==> src/rtl/apb_requester_pkg.sv <==
`default_nettype none
// ============================================================================
//  Module      : apb_requester_pkg
//  Description : Shared APB definitions. Holds the transfer FSM encoding and
//                the {psel, penable} phase constants for each bus phase.
//  Revision    : 1.0 - initial release
// ============================================================================
package apb_requester_pkg;

  // Transfer FSM encoding, shared by requester and completer blocks
  typedef logic [1:0] apb_state_t;
  localparam apb_state_t ST_IDLE   = 2'd0;
  localparam apb_state_t ST_SETUP  = 2'd1;
  localparam apb_state_t ST_ACCESS = 2'd2;
  localparam apb_state_t ST_RESP   = 2'd3;

  // APB phase as driven on the bus: {psel, penable}
  typedef logic [1:0] apb_phase_t;
  localparam apb_phase_t PHASE_IDLE   = 2'b00;
  localparam apb_phase_t PHASE_SETUP  = 2'b10;
  localparam apb_phase_t PHASE_ACCESS = 2'b11;

  // Bus phase that belongs to a given FSM state
  function automatic apb_phase_t state_phase(input apb_state_t st);
    apb_phase_t ph;
    case (st)
      ST_SETUP:  ph = PHASE_SETUP;
      ST_ACCESS: ph = PHASE_ACCESS;
      default:   ph = PHASE_IDLE;
    endcase
    return ph;
  endfunction

endpackage
`default_nettype wire

==> src/rtl/apb_requester_if.sv <==
`default_nettype none
// ============================================================================
//  Module      : apb_requester_if
//  Description : Command stream, response stream and APB3 bus of the
//                requester. The master view belongs to the requester; the
//                slave view belongs to whatever feeds commands and models the
//                completer.
//  Revision    : 1.0 - initial release
// ============================================================================
interface apb_requester_if #(
  parameter int ADDR_WIDTH = 32,
  parameter int DATA_WIDTH = 32
);

  // Command stream
  logic                  cmd_valid;
  logic                  cmd_ready;
  logic [ADDR_WIDTH-1:0] cmd_addr;
  logic                  cmd_write;
  logic [DATA_WIDTH-1:0] cmd_wdata;

  // Response stream
  logic                  rsp_valid;
  logic                  rsp_ready;
  logic [DATA_WIDTH-1:0] rsp_rdata;
  logic                  rsp_slverr;
  logic                  rsp_timeout;

  // APB3 bus
  logic [ADDR_WIDTH-1:0] m_apb_paddr;
  logic                  m_apb_psel;
  logic                  m_apb_penable;
  logic                  m_apb_pwrite;
  logic [DATA_WIDTH-1:0] m_apb_pwdata;
  logic [DATA_WIDTH-1:0] m_apb_prdata;
  logic                  m_apb_pready;
  logic                  m_apb_pslverr;

  modport master (
    input  cmd_valid, cmd_addr, cmd_write, cmd_wdata,
    output cmd_ready,
    output rsp_valid, rsp_rdata, rsp_slverr, rsp_timeout,
    input  rsp_ready,
    output m_apb_paddr, m_apb_psel, m_apb_penable, m_apb_pwrite, m_apb_pwdata,
    input  m_apb_prdata, m_apb_pready, m_apb_pslverr
  );

  modport slave (
    output cmd_valid, cmd_addr, cmd_write, cmd_wdata,
    input  cmd_ready,
    input  rsp_valid, rsp_rdata, rsp_slverr, rsp_timeout,
    output rsp_ready,
    input  m_apb_paddr, m_apb_psel, m_apb_penable, m_apb_pwrite, m_apb_pwdata,
    output m_apb_prdata, m_apb_pready, m_apb_pslverr
  );

endinterface
`default_nettype wire

==> src/rtl/apb_requester_watchdog.sv <==
`default_nettype none
// ============================================================================
//  Module      : apb_requester_watchdog
//  Description : Wait-state counter for the ACCESS phase. Cleared before a
//                transfer, counts cycles while enabled, and flags expiry on
//                the enabled cycle in which the count reaches
//                TIMEOUT_CYCLES-1. TIMEOUT_CYCLES=0 never expires.
//  Revision    : 1.0 - initial release
// ============================================================================
module apb_requester_watchdog #(
  parameter int TIMEOUT_CYCLES = 256
) (
  input  wire logic clk,
  input  wire logic rst,
  input  wire logic clear,
  input  wire logic enable,
  output logic      expire
);

  localparam int              CNT_W     = (TIMEOUT_CYCLES > 1) ? $clog2(TIMEOUT_CYCLES) : 1;
  localparam int              LIMIT_INT = (TIMEOUT_CYCLES > 0) ? TIMEOUT_CYCLES - 1 : 0;
  localparam logic [CNT_W-1:0] LIMIT    = CNT_W'(LIMIT_INT);
  localparam bit              ENABLED   = (TIMEOUT_CYCLES > 0);

  logic [CNT_W-1:0] count;

  // Count stalled ACCESS cycles; the counter never passes LIMIT because
  // expiry forces the FSM out of ACCESS
  always_ff @(posedge clk or posedge rst) begin
    if (rst) begin
      count <= '0;
    end else if (clear) begin
      count <= '0;
    end else if (enable && ENABLED) begin
      count <= count + 1'b1;
    end
  end

  assign expire = ENABLED && enable && (count == LIMIT);

endmodule
`default_nettype wire

==> src/rtl/apb_requester.sv <==
`default_nettype none
// ============================================================================
//  Module      : apb_requester
//  Description : APB3 requester. Turns a valid/ready command stream into
//                single SETUP/ACCESS transfers and returns read data and
//                error status on a valid/ready response stream. A wait-state
//                watchdog aborts transfers to a hung completer.
//  Revision    : 1.0 - initial release
// ============================================================================
module apb_requester
  import apb_requester_pkg::*;
#(
  parameter int ADDR_WIDTH     = 32,
  parameter int DATA_WIDTH     = 32,
  parameter int TIMEOUT_CYCLES = 256
) (
  input  wire logic       m_apb_aclk,
  input  wire logic       m_apb_areset,
  apb_requester_if.master bus
);

  apb_state_t            state;
  apb_state_t            state_next;
  apb_phase_t            phase_next;

  logic                  cmd_fire;
  logic                  wd_clear;
  logic                  wd_enable;
  logic                  wd_expire;

  logic [ADDR_WIDTH-1:0] paddr,  paddr_next;
  logic                  pwrite, pwrite_next;
  logic [DATA_WIDTH-1:0] pwdata, pwdata_next;
  logic                  psel,   psel_next;
  logic                  penable, penable_next;

  logic                  rsp_valid,   rsp_valid_next;
  logic [DATA_WIDTH-1:0] rsp_rdata,   rsp_rdata_next;
  logic                  rsp_slverr,  rsp_slverr_next;
  logic                  rsp_timeout, rsp_timeout_next;

  assign cmd_fire  = (state == ST_IDLE) && bus.cmd_valid;
  // Counter starts from zero on the first ACCESS cycle
  assign wd_clear  = (state == ST_SETUP);
  assign wd_enable = (state == ST_ACCESS) && !bus.m_apb_pready;

  apb_requester_watchdog #(
    .TIMEOUT_CYCLES (TIMEOUT_CYCLES)
  ) u_watchdog (
    .clk    (m_apb_aclk),
    .rst    (m_apb_areset),
    .clear  (wd_clear),
    .enable (wd_enable),
    .expire (wd_expire)
  );

  // State register; reset aborts any transfer in flight
  always_ff @(posedge m_apb_aclk or posedge m_apb_areset) begin
    if (m_apb_areset) begin
      state <= ST_IDLE;
    end else begin
      state <= state_next;
    end
  end

  // Next-state logic; pready wins over a same-cycle watchdog expiry
  always_comb begin
    state_next = state;
    case (state)
      ST_IDLE:   if (bus.cmd_valid) state_next = ST_SETUP;
      ST_SETUP:  state_next = ST_ACCESS;
      ST_ACCESS: if (bus.m_apb_pready || wd_expire) state_next = ST_RESP;
      ST_RESP:   if (bus.rsp_ready) state_next = ST_IDLE;
      default:   state_next = ST_IDLE;
    endcase
  end

  // Next values of the registered bus and response outputs
  always_comb begin
    phase_next       = state_phase(state_next);
    psel_next        = phase_next[1];
    penable_next     = phase_next[0];
    paddr_next       = paddr;
    pwrite_next      = pwrite;
    pwdata_next      = pwdata;
    rsp_valid_next   = (state_next == ST_RESP);
    rsp_rdata_next   = rsp_rdata;
    rsp_slverr_next  = rsp_slverr;
    rsp_timeout_next = rsp_timeout;

    // Address/data change only on accept, so they hold through the transfer
    // and keep their last values while the bus is idle
    if (cmd_fire) begin
      paddr_next  = bus.cmd_addr;
      pwrite_next = bus.cmd_write;
      pwdata_next = bus.cmd_wdata;
    end

    if (state == ST_ACCESS) begin
      if (bus.m_apb_pready) begin
        rsp_rdata_next   = pwrite ? '0 : bus.m_apb_prdata;
        rsp_slverr_next  = bus.m_apb_pslverr;
        rsp_timeout_next = 1'b0;
      end else if (wd_expire) begin
        rsp_rdata_next   = '0;
        rsp_slverr_next  = 1'b1;
        rsp_timeout_next = 1'b1;
      end
    end
  end

  // Output registers; every APB output comes straight from a flop
  always_ff @(posedge m_apb_aclk or posedge m_apb_areset) begin
    if (m_apb_areset) begin
      paddr       <= '0;
      pwrite      <= 1'b0;
      pwdata      <= '0;
      psel        <= 1'b0;
      penable     <= 1'b0;
      rsp_valid   <= 1'b0;
      rsp_rdata   <= '0;
      rsp_slverr  <= 1'b0;
      rsp_timeout <= 1'b0;
    end else begin
      paddr       <= paddr_next;
      pwrite      <= pwrite_next;
      pwdata      <= pwdata_next;
      psel        <= psel_next;
      penable     <= penable_next;
      rsp_valid   <= rsp_valid_next;
      rsp_rdata   <= rsp_rdata_next;
      rsp_slverr  <= rsp_slverr_next;
      rsp_timeout <= rsp_timeout_next;
    end
  end

  assign bus.cmd_ready     = (state == ST_IDLE);
  assign bus.m_apb_paddr   = paddr;
  assign bus.m_apb_psel    = psel;
  assign bus.m_apb_penable = penable;
  assign bus.m_apb_pwrite  = pwrite;
  assign bus.m_apb_pwdata  = pwdata;
  assign bus.rsp_valid     = rsp_valid;
  assign bus.rsp_rdata     = rsp_rdata;
  assign bus.rsp_slverr    = rsp_slverr;
  assign bus.rsp_timeout   = rsp_timeout;

endmodule
`default_nettype wire

==> src/flat_wrapper.sv <==
// flat-port wrapper written by rule: the top's interface ports become plain ports
module apb_requester_flat import apb_requester_pkg::*;
#(
  parameter int ADDR_WIDTH     = 32,
  parameter int DATA_WIDTH     = 32,
  parameter int TIMEOUT_CYCLES = 256
)
  (m_apb_aclk, m_apb_areset, bus_cmd_valid, bus_cmd_addr, bus_cmd_write, bus_cmd_wdata, bus_cmd_ready, bus_rsp_valid, bus_rsp_rdata, bus_rsp_slverr, bus_rsp_timeout, bus_rsp_ready, bus_m_apb_paddr, bus_m_apb_psel, bus_m_apb_penable, bus_m_apb_pwrite, bus_m_apb_pwdata, bus_m_apb_prdata, bus_m_apb_pready, bus_m_apb_pslverr);
  apb_requester_if #(.ADDR_WIDTH(ADDR_WIDTH), .DATA_WIDTH(DATA_WIDTH)) bus_i ();
  input  wire logic m_apb_aclk;
  input  wire logic m_apb_areset;
  input wire logic [$bits(bus_i.cmd_valid)-1:0] bus_cmd_valid;
  input wire logic [$bits(bus_i.cmd_addr)-1:0] bus_cmd_addr;
  input wire logic [$bits(bus_i.cmd_write)-1:0] bus_cmd_write;
  input wire logic [$bits(bus_i.cmd_wdata)-1:0] bus_cmd_wdata;
  output wire logic [$bits(bus_i.cmd_ready)-1:0] bus_cmd_ready;
  output wire logic [$bits(bus_i.rsp_valid)-1:0] bus_rsp_valid;
  output wire logic [$bits(bus_i.rsp_rdata)-1:0] bus_rsp_rdata;
  output wire logic [$bits(bus_i.rsp_slverr)-1:0] bus_rsp_slverr;
  output wire logic [$bits(bus_i.rsp_timeout)-1:0] bus_rsp_timeout;
  input wire logic [$bits(bus_i.rsp_ready)-1:0] bus_rsp_ready;
  output wire logic [$bits(bus_i.m_apb_paddr)-1:0] bus_m_apb_paddr;
  output wire logic [$bits(bus_i.m_apb_psel)-1:0] bus_m_apb_psel;
  output wire logic [$bits(bus_i.m_apb_penable)-1:0] bus_m_apb_penable;
  output wire logic [$bits(bus_i.m_apb_pwrite)-1:0] bus_m_apb_pwrite;
  output wire logic [$bits(bus_i.m_apb_pwdata)-1:0] bus_m_apb_pwdata;
  input wire logic [$bits(bus_i.m_apb_prdata)-1:0] bus_m_apb_prdata;
  input wire logic [$bits(bus_i.m_apb_pready)-1:0] bus_m_apb_pready;
  input wire logic [$bits(bus_i.m_apb_pslverr)-1:0] bus_m_apb_pslverr;
  assign bus_i.cmd_valid = bus_cmd_valid;
  assign bus_i.cmd_addr = bus_cmd_addr;
  assign bus_i.cmd_write = bus_cmd_write;
  assign bus_i.cmd_wdata = bus_cmd_wdata;
  assign bus_cmd_ready = bus_i.cmd_ready;
  assign bus_rsp_valid = bus_i.rsp_valid;
  assign bus_rsp_rdata = bus_i.rsp_rdata;
  assign bus_rsp_slverr = bus_i.rsp_slverr;
  assign bus_rsp_timeout = bus_i.rsp_timeout;
  assign bus_i.rsp_ready = bus_rsp_ready;
  assign bus_m_apb_paddr = bus_i.m_apb_paddr;
  assign bus_m_apb_psel = bus_i.m_apb_psel;
  assign bus_m_apb_penable = bus_i.m_apb_penable;
  assign bus_m_apb_pwrite = bus_i.m_apb_pwrite;
  assign bus_m_apb_pwdata = bus_i.m_apb_pwdata;
  assign bus_i.m_apb_prdata = bus_m_apb_prdata;
  assign bus_i.m_apb_pready = bus_m_apb_pready;
  assign bus_i.m_apb_pslverr = bus_m_apb_pslverr;
  apb_requester #(.ADDR_WIDTH(ADDR_WIDTH), .DATA_WIDTH(DATA_WIDTH), .TIMEOUT_CYCLES(TIMEOUT_CYCLES)) u_core (.m_apb_aclk(m_apb_aclk), .m_apb_areset(m_apb_areset), .bus(bus_i));
endmodule
==> config.mk <==
export PLATFORM = sky130hd
export DESIGN_NAME = apb_requester_flat
export DESIGN_NICKNAME = d
export VERILOG_FILES = /design/src/rtl/apb_requester_pkg.sv /design/src/rtl/apb_requester_if.sv /design/src/rtl/apb_requester_watchdog.sv /design/src/rtl/apb_requester.sv /design/src/flat_wrapper.sv
export SDC_FILE = /design/constraint.sdc
export NUM_CORES = 1
export LEC_CHECK = 0
export CAP_MARGIN = 5
export CORE_ASPECT_RATIO = 1.25
export CORE_MARGIN = 2
export CORE_UTILIZATION = 38
export CTS_BUF_LIST = sky130_fd_sc_hd__clkbuf_8
export DETAILED_ROUTE_END_ITERATION = 8
export PLACE_DENSITY = 0.78
export SYNTH_ARGS = -nofsm -noshare
export SYNTH_HDL_FRONTEND = slang
export SYNTH_SLANG_ARGS = --single-unit
==> constraint.sdc <==
create_clock -name m_apb_aclk -period 4.1 [get_ports m_apb_aclk]
set_clock_uncertainty 0.2 [all_clocks]
set_input_delay 1.23 -clock m_apb_aclk [delete_from_list [all_inputs] [get_ports m_apb_aclk]]
set_output_delay 1.23 -clock m_apb_aclk [all_outputs]
set_load 0.01 [all_outputs]
==> impl_metrics.ini <==
[floorplan]
io_pins = 206
initial_utilization = 0.391
core_area_um2 = 11200
fp.dieH_um = 124
die_area_um2 = 12400
rows = 43
dieWidth_um = 100

[synthesis]
synthFlopType = dfrtp_1
netlist_area_um2 = 4380
synth_edf_count = 0
ys_types = 36
synth-xor-area-share = 0
syn_area_per_cell_um2 = 15.3
synth_adder_area_share = 0.00857
synth_area_leader_cell = dfrtp_1
ys_warn_count = 0
yosys.area_share.simple = 0.0352
synth_fp_nets = 393
yosys-top-cells-area = dfrtp_1, mux2_2, a32o_1
synth_top_family_by_area = multiplexers
synthTopCellsByCount = dfrtp_1, mux2_2, a32o_1
synth-seq-cells = 112
muxShareOfSynthArea = 0.169
synth_compound_area_frac = 0.108
synthArstFlopShare = 1.00
synth_top_area_share = 0.640
synth_most_common_cell = dfrtp_1
postSynthCellCount = 287
synth_seq_area_share = 0.640

[power_and_ir_drop]
ir_drop_v = 0.000365
cellPowerDensity_nw_per_um2 = 698
power.leakage_nw = 2.77

[timing]
worst_slack_ns = 0.950
period_needed_ns = 3.15
worst_slew_pin_slew_ns = 0.832
report.final.slew_viol_count = 0
hold_ws_ns = 0.296
fin_tns_setup_ns = 0
rsz0062_at_grt = no
hold_viol = 0
min_period_over_period = 0.768
max_freq_mhz = 317
relSlewSlack = 0.445
setup_viol = 0

[cells_and_area]
multi_input_area_um2 = 1410
fin_cells = 626
fin_nets = 593
area_growth_pct = 54.0
postLayoutCoreUtil = 0.602
seqCellArea_um2 = 2800
antenna_cells = 0
fillers = 924
drive_gt1_frac = 0.183

[route]
first_pass_iters = 5
route.detailed.drc = 0
routed-via-count = 3251
routed_wl_um = 11200
vias_per_cell = 5.19
avgRoutedWirePerCell_um = 17.8
dr.first_iter.drc_count = 101
postRouteAntennaNets = 0

[clocking]
cts-root-buf = clkbuf_8
cts_hold_buf = 0
cts_setup_buffers = 0
cts_sinks = 112
insertion_delay_ns = 0.36
cts_tree = built
h-tree-depth = 3
clk_path_buf_depth = 2
clk_pin_slew_ns = 0.09
numCtsBuffers = 9
cts_resized = 0

[worst_setup_path]
rr_startpoint = u_core.state[0]
critical_path_class = flop to output pin
crit_fanout = 16
worstSetupPathDepth = 2
cpPeakStageDelay_ns = 0.59
critPathBufInv = 1
cp_slowest_cell = clkdlybuf4s50_1
crit_path_end = bus_cmd_ready
regToRegEndpoint = u_core.bus.rsp_rdata[7]
cp.required_ns = 2.67
arrival_ns = 1.72
r2r_setup_slack_ns = 1.62
endpoint_kind = output pin
path_cells = nor2_1 -> clkdlybuf4s50_1
reg2regPathDepth = 3
crit_path_start = u_core.state[0]
path_delay_family = buffers and inverters
crit_path_start_kind = flop

[global_routing]
grt_first_pass_wirelength_um = 17400
grt.total_usage = 0.178
grt-ovfl-total = 0
grt_max_degree = 67
antenna_found_initial = 0
grt_pass1_vias = 3473

[worst_hold_path]
min-delay-path-class = flop to flop
hold_start = u_core.u_watchdog.count[6]

[placed_design]
hpwl_um = 8130
gp_congestion = 0.796
io_buffers = 205
dp.cells = 611
dp_slack_ns = 0.667

[run_status]
status = finished, final reports clean

[run]
cap_violations = 0
report_power, final:
group | leakage [nW] | switching [mW] | internal [mW]
clock | 0.117 | 0.349 | 0.372
sequential | 1.38 | 0.278 | 1.59
combinational | 1.27 | 0.796 | 1.32
total | 2.77 | 1.42 | 3.28
state kept, by name, summed over array words and instances (netlist names):
signal                    count
u_core.bus.m_apb_paddr       32
u_core.bus.m_apb_pwrite       1
u_core.bus.rsp_rdata         32
u_core.bus.rsp_valid          1
u_core.state                  2
u_core.bus.m_apb_pwdata      32
u_core.bus.m_apb_psel         1
u_core.bus.rsp_slverr         1
u_core.bus.rsp_timeout        1
u_core.u_watchdog.count       8
u_core.bus.m_apb_penable      1
worst register-to-register path: stages, from the launching register on:
cell,delay [ns]
dfrtp_1,0.54
nand3b_1,0.46
or4_4,0.83
a32o_1,0.35
cells by family after synthesis:
logic type      Yosys count
buf+inv                  29
flops                   112
fa+ha+maj                 3
simple gates             25
mux                      66
compound gates           52
routing by layer:
metal	GRT usage	up-vias	routed length, um
met5	0	-	0
met4	0.0634	0	192
met3	0.0561	11	954
met2	0.305	154	5670
met1	0.213	1605	4330
li1	-	1481	-
stage by stage:
stage / area, um^2 / power [mW]
after CTS: 6740 / 4.77
after detailed placement: 6520 / 4.04
final: 6740 / 4.70
after floorplan: 4380 / 2.78
after global routing: 6740 / 4.99
after global placement: 6520 / 3.94
layout by cell type, fill, tap and decap left out, types with 2 or more instances in the layout:
master | synthesis | layout
a21oi_1 | 3 | 3
buf_4 | 0 | 4
nand3b_1 | 4 | 4
a32o_1 | 32 | 32
clkbuf_8 | 0 | 11
ha_1 | 3 | 3
mux2_2 | 65 | 65
nor2_1 | 5 | 5
nand2b_1 | 2 | 2
o311ai_0 | 4 | 4
bufinv_16 | 0 | 2
o2bb2ai_1 | 2 | 2
nor3_1 | 3 | 2
nand2_1 | 2 | 2
dfrtp_1 | 112 | 112
clkdlybuf4s50_1 | 0 | 205
inv_1 | 8 | 8
o41ai_1 | 3 | 3
final cells by class:
class,instances,share of cell area
Tap cell,135,0.0251
Inverter,8,0.00501
Clock inverter,4,0.0102
Multi-Input combinational cell,146,0.210
Sequential cell,112,0.416
Clock buffer,11,0.0225
Timing Repair Buffer,210,0.312
worst min-delay path by stage:
stage | to | slack, ns | depth (start not counted)
6_report | u_core.u_watchdog.count[6] | 0.30 | 1
5_1_grt | u_core.bus.m_apb_pwdata[22] | 0.33 | 1
4_1_cts | u_core.u_watchdog.count[6] | 0.31 | 1
3_5_place_dp | u_core.u_watchdog.count[6] | 0.29 | 1
3_3_place_gp | u_core.u_watchdog.count[6] | 0.26 | 1
2_1_floorplan | u_core.u_watchdog.count[6] | 0.25 | 1
Note: power is estimated with default switching activity, not from simulation.
==> RTL edit 1, RTL diff (same settings) <==
`ADDR_WIDTH` is set to 32 in 3 places; all go to 24.
--- a/src/rtl/apb_requester_if.sv
+++ b/src/rtl/apb_requester_if.sv
@@ -8,7 +8,7 @@
 //  Revision    : 1.0 - initial release
 // ============================================================================
 interface apb_requester_if #(
-  parameter int ADDR_WIDTH = 32,
+  parameter int ADDR_WIDTH = 24,
   parameter int DATA_WIDTH = 32
 );
 
--- a/src/rtl/apb_requester.sv
+++ b/src/rtl/apb_requester.sv
@@ -10,7 +10,7 @@
 module apb_requester
   import apb_requester_pkg::*;
 #(
-  parameter int ADDR_WIDTH     = 32,
+  parameter int ADDR_WIDTH     = 24,
   parameter int DATA_WIDTH     = 32,
   parameter int TIMEOUT_CYCLES = 256
 ) (
--- a/src/flat_wrapper.sv
+++ b/src/flat_wrapper.sv
@@ -1,7 +1,7 @@
 // flat-port wrapper written by rule: the top's interface ports become plain ports
 module apb_requester_flat import apb_requester_pkg::*;
 #(
-  parameter int ADDR_WIDTH     = 32,
+  parameter int ADDR_WIDTH     = 24,
   parameter int DATA_WIDTH     = 32,
   parameter int TIMEOUT_CYCLES = 256
 )
Ports: changed (resized bus_cmd_addr and bus_m_apb_paddr); port bits go from 206 to 190. No check against the original RTL was run, so the function may have changed too.
==> RTL edit 1 against the unedited design <==
Routed wire length is 9.8% lower; die area is 6.5% lower; setup slack worse by 0.0011 ns; sequential cell count is 8 lower; clock power is 9.0% lower; synthesized area is 6.7% lower; maximum frequency hardly changed; total power is 8.4% lower; design area is 7.1% lower; sequential share of layout area hardly changed; critical path type unchanged.
==> RTL edit 1: results (changes against the unedited design) <==
grt_max_degree: 58  # was 67
peakVddDrop_uv: 402  # was 365 uV
grt_pass1_wl_um: 16200  # was 17400 um
htree_levels: 3  # unchanged
cts_buffer_depth: 2  # unchanged
synth_area_leaders: "dfrtp_1, mux2_2, a32o_1"  # unchanged
place_congestion: 0.786  # was 0.796
cts_made_buffers: 9  # unchanged
path_clk_slew_ns: 0.09  # about the same
crit_fanout: 16  # unchanged
dp_cells: 576  # was 611
ff2ff_path_depth: 3  # unchanged
synth_cell_types: 36  # unchanged
place_area_um2: 6050  # was 6520 um2
gr-usage-all-layers_pct: 17.6  # was 17.8%
diodes: 0  # unchanged
root_buffer: "clkbuf_8"  # unchanged
holdCritStartpoint: "u_core.u_watchdog.count[6]"  # unchanged
wl_um: 10100  # was 11200 um
clock_latency_ns: 0.36  # about the same
nets: 553  # was 593
synth_seq_area_share_pct: 63.7  # was 64.0%
crit_type: "reg -> out"  # unchanged
cp.arrival_ns: 1.72  # about the same
dr_total_vias: 3055  # was 3251
io_buffer_count: 189  # was 205
drt-initial-drc-count: 97  # was 101
syn_nets: 368  # was 393
holdPathStages: 1  # unchanged
synth_common_cells: "dfrtp_1, mux2_2, a32o_1"  # unchanged
worst_pin_slew_ns: 0.707  # was 0.832 ns
antenna_found_initial: 0  # unchanged
place_ws_ns: 0.702  # was 0.667 ns
cts_resized: 0  # unchanged
min_path_type: "reg -> reg"  # unchanged
synth_flop_cell: "dfrtp_1"  # unchanged
postCtsSetupRepairBufs: 0  # unchanged
dr.pass1.iters: 6  # was 5
yosys_warnings: 0  # unchanged
layout-drive-gt1-share_pct: 18.0  # was 18.3%
routedWlPerCell_um: 17.0  # was 17.8 um
hpwl_um: 7320  # was 8130 um
leakage_nw: 2.57  # was 2.77 nW
fillers: 875  # was 924
async_reset_ff_share_pct: 100  # unchanged
rr_startpoint: "u_core.state[0]"  # unchanged
avgSynthCellArea_um2: 15.1  # was 15.3 um2
status: "completed"  # unchanged
## RTL edit 1: cell count changes in the layout (fill, tap and decap cells not counted), sizes merged
cell | unedited run | this run
bufinv | 2 | 1
clkdlybuf4s50 | 205 | 189
clkinv | 1 | 3
dfrtp | 112 | 104
mux2 | 65 | 57
## RTL edit 1: worst max-delay path: stages, from the launching register on
cell,delay (ns)
dfrtp_1,0.53
nor2_1,0.25
clkdlybuf4s50_1,0.58
## RTL edit 1: logic make-up after synthesis
logic type / Yosys count / share of synthesized area, %
buf+inv: 28 / 3.98
simple gates: 25 / 3.77
flops: 104 / 63.7
fa+ha+maj: 3 / 0.919
compound gates: 52 / 11.6
mux: 58 / 16.0
## RTL edit 1: area by class of cell
class	instances	area, um2	share of cell area, %
clock inverter	5	56.3	0.899
multi-input combinational	138	1320	21.1
timing repair buffer	194	1930	30.8
clock buffer	11	151	2.42
sequential	104	2600	41.6
tap	132	165	2.64
inverter	8	33.8	0.539
## RTL edit 1: routing by layer
| metal | track usage [%] | wire [um] | vias to the layer above |
|---|---|---|---|
| met5 | 0 | 0 | - |
| met4 | 7.13 | 227 | 0 |
| met3 | 4.60 | 672 | 14 |
| met2 | 29.3 | 5220 | 120 |
| met1 | 21.8 | 3940 | 1536 |
| li1 | - | - | 1385 |
## RTL edit 1: worst paths after layout
kind	endpoint	slack (ns)
min reg2reg	u_core.u_watchdog.count[6]	0.30
max in group asynchronous	u_core.bus.rsp_rdata[1]	2.00
min in group asynchronous	u_core.bus.m_apb_paddr[8]	1.19
min	u_core.u_watchdog.count[6]	0.30
max	bus_cmd_ready	0.95
max reg2reg	u_core.bus.rsp_rdata[1]	1.68
## RTL edit 1: power by group
part | leakage [nW] | internal [mW] | switching [mW]
sequential | 1.29 | 1.47 | 0.257
combinational | 1.17 | 1.20 | 0.721
clock | 0.111 | 0.315 | 0.341
==> RTL edit 2, RTL diff (same flow settings) <==
Without the edit above. `paddr`, `pwdata` and `rsp_rdata` no longer have a reset.
--- a/src/rtl/apb_requester.sv
+++ b/src/rtl/apb_requester.sv
@@ -112,26 +112,26 @@
   // Output registers; every APB output comes straight from a flop
   always_ff @(posedge m_apb_aclk or posedge m_apb_areset) begin
     if (m_apb_areset) begin
-      paddr       <= '0;
       pwrite      <= 1'b0;
-      pwdata      <= '0;
       psel        <= 1'b0;
       penable     <= 1'b0;
       rsp_valid   <= 1'b0;
-      rsp_rdata   <= '0;
       rsp_slverr  <= 1'b0;
       rsp_timeout <= 1'b0;
     end else begin
-      paddr       <= paddr_next;
       pwrite      <= pwrite_next;
-      pwdata      <= pwdata_next;
       psel        <= psel_next;
       penable     <= penable_next;
       rsp_valid   <= rsp_valid_next;
-      rsp_rdata   <= rsp_rdata_next;
       rsp_slverr  <= rsp_slverr_next;
       rsp_timeout <= rsp_timeout_next;
     end
+  end
+
+  always_ff @(posedge m_apb_aclk) begin
+    paddr     <= paddr_next;
+    pwdata    <= pwdata_next;
+    rsp_rdata <= rsp_rdata_next;
   end
 
   assign bus.cmd_ready     = (state == ST_IDLE);
Check against the original RTL: not equivalent (a bounded check fails within 4 cycles, from zero or initial values and one cycle with m_apb_areset high).
==> RTL edit 2 against the unedited design <==
Synthesized area fell by 9.3%; setup slack got worse by 0.11 ns; sequential cell count did not move; critical endpoint unchanged; largest cell class unchanged; routed wire length fell by 16%; design area fell by 5.2%.
Power is not compared: it rests on default switching activity, and its combinational part moved more than twofold at a synthesized area within 25%.
==> RTL edit 2: results (changes against the unedited design) <==
status: "completed"  # unchanged
wl_met1_um: 3250  # was 4330 um
ff2ff_path_depth: 5  # was 3
synth_area_leaders: "edfxtp_1, dfrtp_1, and2_1"  # was dfrtp_1, mux2_2, a32o_1
place_area_um2: 6190  # was 6520 um2
grtUsageMet1_pct: 16.9  # was 21.3%
crit_fanout: 20  # was 16
crit_start: "u_core.state[1]"  # was u_core.state[0]
dp_cells: 548  # was 611
cp_top_family: "buffers and inverters"  # unchanged
via_per_inst: 4.68  # was 5.19
synth_common_cells: "edfxtp_1, and2_1, dfrtp_1"  # was dfrtp_1, mux2_2, a32o_1
dr.pass1.iters: 4  # was 5
min_path_type: "reg -> reg"  # unchanged
cts_resized: 0  # unchanged
relSlewSlack_pct: 60.1  # was 44.5%
grt_pass1_vias: 2643  # was 3473
comb_power_uw: 771
routedWlPerCell_um: 16.7  # was 17.8 um
holdCritStartpoint: "u_core.bus.rsp_timeout"  # was u_core.u_watchdog.count[6]
leakage_nw: 2.27
wl_met2_um: 4670  # was 5670 um
slowest_delay_ns: 0.59  # about the same
grt_util_met2_pct: 28.7  # was 30.5%
layout-drive-gt1-share_pct: 5.53  # was 18.3%
cp.arrival_ns: 1.83  # was 1.72 ns
place_ws_ns: 0.923  # was 0.667 ns
sequentialPower_mw: 1.58
clock_latency_ns: 0.35
hold_path_end: "u_core.bus.rsp_timeout"  # was u_core.u_watchdog.count[6]
place_congestion: 0.742  # was 0.796
grt_max_degree: 63  # was 67
hold_ws_ns: 0.331  # was 0.296 ns
wl_met3_um: 1160  # was 954 um
rrSetupSlack_ns: 1.92  # was 1.62 ns
nets: 536  # was 593
synth-edff-count: 96  # was 0
gr-usage-all-layers_pct: 16.6  # was 17.8%
io_buffer_count: 205  # unchanged
syn_nets: 325  # was 393
antenna_found_initial: 1  # was 0
postCtsSetupRepairBufs: 0  # unchanged
synth_cells: 219  # was 287
layout.cells.non_filler: 563  # was 626
synth_seq_area_share_pct: 82.7  # was 64.0%
grt_pass1_wl_um: 13900  # was 17400 um
async_reset_ff_share_pct: 14.3  # was 100%
use_met3_pct: 6.88  # was 5.61%
top_layer_used: "met5"  # was met4
holdPathStages: 2  # was 1
hpwl_um: 7080  # was 8130 um
htree_levels: 3  # unchanged
drt-initial-drc-count: 70  # was 101
pwr-share-comb_pct: 25.4
rr_startpoint: "u_core.u_watchdog.count[0]"  # was u_core.state[0]
peakVddDrop_uv: 303
fillers: 751  # was 924
r2r-end: "u_core.bus.rsp_rdata[10]"  # was u_core.bus.rsp_rdata[7]
worst_slack_ns: 0.843  # was 0.950 ns
[RTL edit 2: cell types whose count changed in the layout (fill, tap and decap cells not counted), moves of 8 or more]
| cell | unedited run | this run |
|---|---|---|
| dfrtp_1 | 112 | 16 |
| edfxtp_1 | 0 | 96 |
| mux2_2 | 65 | 2 |
| a32o_1 | 32 | 0 |
| and2_1 | 0 | 32 |
| nand2_1 | 2 | 10 |
[RTL edit 2: logic make-up after synthesis]
family                   after synthesis  synth area share [%]
buffers and inverters                 11                  1.17
AND/OR/NAND/NOR                       68                  10.7
adder cells (fa/ha/maj)                3                 0.945
flip-flops                           112                  82.7
AO/OA/AOI/OAI                         21                  3.47
multiplexers                           4                  1.07
[RTL edit 2: area by class of cell]
class | instances | area [um2] | share of cell area [%]
sequential | 112 | 3280 | 51.4
timing repair buffer | 208 | 2090 | 32.6
multi-input combinational | 96 | 643 | 10.1
tap | 129 | 161 | 2.52
clock buffer | 9 | 124 | 1.94
clock inverter | 6 | 83.8 | 1.31
inverter | 3 | 11.3 | 0.176
